`src/rtl/div_pkg.sv`:
```
// Shared definitions for the serial divider: FSM encoding,
// default width and the divide-by-zero result constant.
package div_pkg;

  typedef enum logic [1:0] {
    IDLE = 2'd0,
    CALC = 2'd1,
    SIGN = 2'd2,
    DONE = 2'd3
  } div_state_t;

  localparam int DIV_WIDTH = 32;

  // Sliced down to the instance width by the user.
  localparam logic [63:0] QUOT_DIV0 = '1;

endpackage

```
`src/rtl/divstep.sv`:
```
// One restoring-division step: shift in a dividend bit, trial-subtract.
// Ports: rem/msb/divisor in; rem_next/qbit out. Purely combinational.
module divstep
  import div_pkg::*;
#(
  parameter int WIDTH = DIV_WIDTH
) (
  input  logic [WIDTH-1:0] rem,
  input  logic             msb,
  input  logic [WIDTH-1:0] divisor,
  output logic [WIDTH-1:0] rem_next,
  output logic             qbit
);

  logic [WIDTH:0] shifted;
  logic [WIDTH:0] trial;

  // rem < divisor always holds, so WIDTH+1 bits cannot overflow
  // and trial[WIDTH] is a valid sign bit.
  assign shifted  = {rem, msb};
  assign trial    = shifted - {1'b0, divisor};
  assign qbit     = ~trial[WIDTH];
  assign rem_next = qbit ? trial[WIDTH-1:0] : shifted[WIDTH-1:0];

endmodule

```
`src/rtl/divserial.sv`:
```
// Iterative radix-2 restoring divider, signed or unsigned.
// Ports: CLK/RST, DST start, DSGN, SRCA/SRCB in; QUOT/REM/DIVV/BUSY out.
module divserial
  import div_pkg::*;
#(
  parameter int WIDTH = DIV_WIDTH
) (
  input  logic             CLK,
  input  logic             RST,
  input  logic             DST,
  input  logic             DSGN,
  input  logic [WIDTH-1:0] SRCA,
  input  logic [WIDTH-1:0] SRCB,
  output logic [WIDTH-1:0] QUOT,
  output logic [WIDTH-1:0] REM,
  output logic             DIVV,
  output logic             BUSY
);

  localparam int CW = $clog2(WIDTH) + 1;

  div_state_t state, state_nx;

  logic [CW-1:0]    count;
  logic [WIDTH-1:0] dvd;
  logic [WIDTH-1:0] dvs;
  logic [WIDTH-1:0] rem;
  logic [WIDTH-1:0] a_orig;
  logic             dsgn;
  logic             div0;
  logic             neg_q;
  logic             neg_r;

  logic             accept;
  logic             last;
  logic [WIDTH-1:0] rem_step;
  logic             qbit;
  logic             sa;
  logic             sb;

  assign accept = DST && (state == IDLE || state == DONE);
  assign last   = (count == CW'(WIDTH - 1));
  assign sa     = DSGN & SRCA[WIDTH-1];
  assign sb     = DSGN & SRCB[WIDTH-1];
  assign BUSY   = (state == CALC) || (state == SIGN);

  divstep #(.WIDTH(WIDTH)) u_step (
    .rem     (rem),
    .msb     (dvd[WIDTH-1]),
    .divisor (dvs),
    .rem_next(rem_step),
    .qbit    (qbit)
  );

  always_ff @(posedge CLK) begin
    if (RST) state <= IDLE;
    else     state <= state_nx;
  end

  always_comb begin
    state_nx = state;
    unique case (state)
      IDLE, DONE: if (accept) state_nx = CALC;
      CALC:       if (last)   state_nx = SIGN;
      SIGN:       state_nx = DONE;
      default:    state_nx = IDLE;
    endcase
  end

  always_ff @(posedge CLK) begin
    if (RST) begin
      count  <= '0;
      dvd    <= '0;
      dvs    <= '0;
      rem    <= '0;
      a_orig <= '0;
      dsgn   <= 1'b0;
      div0   <= 1'b0;
      neg_q  <= 1'b0;
      neg_r  <= 1'b0;
      QUOT   <= '0;
      REM    <= '0;
      DIVV   <= 1'b0;
    end else begin
      unique case (state)
        IDLE, DONE: begin
          if (accept) begin
            dsgn   <= DSGN;
            a_orig <= SRCA;
            div0   <= (SRCB == '0);
            dvd    <= sa ? -SRCA : SRCA;
            dvs    <= sb ? -SRCB : SRCB;
            neg_q  <= sa ^ sb;
            neg_r  <= sa;
            rem    <= '0;
            count  <= '0;
            DIVV   <= 1'b0;
          end
        end
        CALC: begin
          rem   <= rem_step;
          dvd   <= {dvd[WIDTH-2:0], qbit};
          count <= count + 1'b1;
        end
        SIGN: begin
          if (div0) begin
            QUOT <= QUOT_DIV0[WIDTH-1:0];
            REM  <= a_orig;
          end else begin
            QUOT <= (dsgn & neg_q) ? -dvd : dvd;
            REM  <= (dsgn & neg_r) ? -rem : rem;
          end
          DIVV <= 1'b1;
        end
        default: ;
      endcase
    end
  end

endmodule
```
`config.mk`:
```
export PLATFORM = sky130hd
export DESIGN_NAME = divserial
export DESIGN_NICKNAME = d
export VERILOG_FILES = /design/src/rtl/div_pkg.sv /design/src/rtl/divstep.sv /design/src/rtl/divserial.sv
export SDC_FILE = /design/constraint.sdc
export NUM_CORES = 1
export LEC_CHECK = 0
export CELL_PAD_IN_SITES_DETAIL_PLACEMENT = 1
export CELL_PAD_IN_SITES_GLOBAL_PLACEMENT = 2
export CORE_AREA = 3 3 184 231
export CTS_BUF_LIST = sky130_fd_sc_hd__clkbuf_8
export DETAILED_ROUTE_END_ITERATION = 10
export DIE_AREA = 0 0 187 234
export GPL_TIMING_DRIVEN = 0
export PLACE_DENSITY_LB_ADDON = 0.1
export SETUP_SLACK_MARGIN = 0.02
export SLEW_MARGIN = 20
export SYNTH_ARGS = -nofsm -noshare
export SYNTH_HDL_FRONTEND = slang
export SYNTH_SLANG_ARGS = --single-unit
```
`constraint.sdc`:
```
create_clock -name CLK -period 4.71 [get_ports CLK]
set_input_delay 0.7065 -clock CLK [delete_from_list [all_inputs] [get_ports CLK]]
set_output_delay 0.7065 -clock CLK [all_outputs]
set_load 0.02 [all_outputs]
```
==> results.toml <==
[outcome]
outcome = "finished clean"

[global_routing]
busiest_layer = "met2"
use_met1_pct = 23.3
grtUsageMet2_pct = 41.6
grt_pass1_wl_mm = 72.5
overflow = 0
grt_pass1_vias = 12300
grt.met3_usage_pct = 2.71
antenna_found_initial = 0
grt_usage_pct = 21.3
grt_max_degree = 11

[yosys]
synth_area_leaders = "dfxtp_1 (34%), nand2_1 (6.4%), nor2_1 (6.1%)"
syn_inst = 1589
async_flop_share_pct = 0
synth_top_area_cell = "dfxtp_1"
yosysUniqueCellTypes = 69
yosysWarnings = 0
synth_ff_type = "dfxtp_1"
avgSynthCellArea_sq_um = 7.64
syn-num-nets = 1698
synth_seq_cells = 205
yosysTopAreaCellShare_pct = 33.8
seq_area_frac_synth_pct = 33.8
synth_edf_count = 0
syn_area_sq_um = 12100

[final_layout]
syn_to_final_growth_pct = 22.2
n_antenna_cell = 0
drive_above_1_share_pct = 4.44
layout.nets = 1869
fill_cells = 4988

[routing]
drc = 0
drt_iter0_markers = 652
dr.pass1.iters = 6
vias_per_cell = 5.10
drtAntennaViolNets = 0
wirelength_mm = 47.5
num_vias = 11900
wl_per_cell_microns = 20.4

[clock_tree]
cts_sinks = 205
cts_tree = "done"
cts_htree_levels = 2
cts_buffers = 38
cts_setup_buffers = 0
hold_buffers = 0
cts_resized = 0
clockBufferDepth = 3
worstSkewPairLatency_ps = 550
cts_root_buffer = "clkbuf_8"
clkTransAtPathRegs_ps = 60

[worst_setup_path]
cp-startpoint = "dvd[31]"
arrival_ps = 4600
r2r-start = "dvd[31]"
ff2ff_path_depth = 12
r2r_end = "rem[0]"
r2r_slack_ps = 550
worstPathMaxFanout = 10
startpoint_type = "flip-flop"
cp.required_ps = 5140
critPathKind = "reg -> reg"
end_kind = "flip-flop"

[flow_run]
cap_violations = 0

[timing]
worst-slew-pin-transition_ps = 1010
rsz0062_at_grt = "false"
period_share_pct = 88.4
report.final.slew_viol_count = 0
maxSlewHeadroom_pct = 31.7
fmax_ghz = 0.240
setup_tns_ps = 0
final-hold-violation-count = 0
setup_viol = 0
min_period_ps = 4160
skew_ps = 12.6

[floorplan]
rows = 82
die_w_microns = 187
initial_core_util_pct = 30.1
fp.dieH_microns = 234
die-area_sq_um = 43800
core-area_sq_um = 40300
ios = 134

[placed_design]
place_congestion = 0.862
dp_hpwl_mm = 38.6
port_buffers = 131

[power_and_ir_drop]
power.density_nw_per_um2 = 508
peakVddDrop_v = 0.000170
leakage_uw = 0.00546
power_uw = 7540

[hold_path]
hold_path_end = "dvs[29]"
hold_class = "reg -> reg"
hold_depth = 2
hold_start = "dvs[29]"
==> metal layers <==
| layer | wire [microns] | share of wire, % |
|---|---|---|
| met2 | 25100 | 53 |
| met4 | 1750 | 3.7 |
| met3 | 1350 | 2.8 |
| met1 | 19300 | 41 |
| met5 | 0 | 0 |
==> logic make-up after synthesis <==
logic type	Yosys count	synth area share (%)
mux	26	2.15
xor+xnor	144	10.4
flops	205	33.8
compound gates	442	23.0
fa+ha+maj	41	4.29
buf+inv	163	5.19
simple gates	568	21.1
==> area by class of cell <==
| type | instances | area [sq um] | share of cell area [%] |
|---|---|---|---|
| buffer | 103 | 404 | 2.72 |
| clock buffer | 47 | 647 | 4.36 |
| clock inverter | 12 | 46.3 | 0.312 |
| inverter | 60 | 225 | 1.52 |
| multi-input combinational | 1221 | 7420 | 50.0 |
| sequential | 205 | 4100 | 27.7 |
| tap | 546 | 683 | 4.60 |
| timing repair buffer | 131 | 1310 | 8.84 |
==> sequential cells by signal, summed over array words and instances, names as in the netlist, 2 cells and up <==
| signal | count |
|---|---|
| QUOT | 32 |
| rem | 32 |
| state | 2 |
| dvd | 32 |
| dvs | 32 |
| a_orig | 32 |
| REM | 32 |
| count | 6 |
==> power breakdown <==
group	total, uW	leakage (uW)	internal (uW)	switching (uW)
sequential	2470	0.00167	2130	340
clock	1650	0.000400	883	766
combinational	3430	0.00339	1290	2140
==> layout by cell type, fill, tap and decap left out, types with 5 or more instances in the layout <==
| master | instances |
|---|---|
| o21ai_0 | 103 |
| or4_1 | 8 |
| nand4_1 | 9 |
| clkbuf_8 | 47 |
| a221oi_1 | 5 |
| buf_1 | 5 |
| nor2b_1 | 9 |
| nand2_1 | 206 |
| a222oi_1 | 22 |
| o211ai_1 | 12 |
| a31oi_1 | 16 |
| xor2_1 | 76 |
| mux2i_1 | 25 |
| nor3_1 | 43 |
| clkbuf_1 | 89 |
| a21oi_1 | 143 |
| or3_1 | 15 |
| dfxtp_1 | 205 |
| a211oi_1 | 33 |
| nand2b_1 | 12 |
| and2_1 | 7 |
| o22ai_1 | 18 |
| buf_2 | 8 |
| nor4_1 | 16 |
| nor2_1 | 196 |
| a311oi_1 | 7 |
| o31ai_1 | 23 |
| xnor2_1 | 68 |
| nand3_1 | 16 |
| ha_1 | 40 |
| a21o_1 | 13 |
| inv_1 | 71 |
| and3_1 | 9 |
| clkdlybuf4s50_1 | 131 |
| a32oi_1 | 10 |
==> cell usage after synthesis, types with 18 or more instances <==
master      n
mux2i_1    25
nor3_1     43
nor2_1    196
o22ai_1    18
xnor2_1    68
clkbuf_1   89
ha_1       40
o21ai_0   103
inv_1      60
o31ai_1    23
xor2_1     76
nor4_1     18
a211oi_1   33
dfxtp_1   205
a21oi_1   143
a222oi_1   22
nand2_1   206
==> critical path: stages, from the launching register on <==
cell,delay [ps]
dfxtp_1,300
inv_1,180
ha_1,310
fa_1,400
nor2b_1,220
o31a_1,240
o2111ai_1,320
a311o_1,470
a21o_1,240
a211oi_2,640
buf_2,390
nand2_1,90
a32o_1,260
==> worst max path at each step <==
stage | endpoint | slack, ps | cells after the start
after floorplan | rem[0] | 1640 | 12
after global placement | dvd[29] | 470 | 10
after detailed placement | dvd[29] | 490 | 10
after CTS | rem[0] | 480 | 12
after global routing | rem[18] | 290 | 13
final | rem[0] | 550 | 12
==> metrics by stage <==
stage	area, sq um	worst slack, ps	instances	hold slack [ps]	util (%)
detailed placement	14100	493	2266	452	35.1
finish	14800	545	2325	463	36.8
CTS	14800	480	2325	464	36.8
floorplan	12100	1640	1589	432	-
global placement	14100	468	2266	445	35.0
global route	14800	285	2325	475	36.8
No activity file was read; power rests on OpenSTA's default activity.
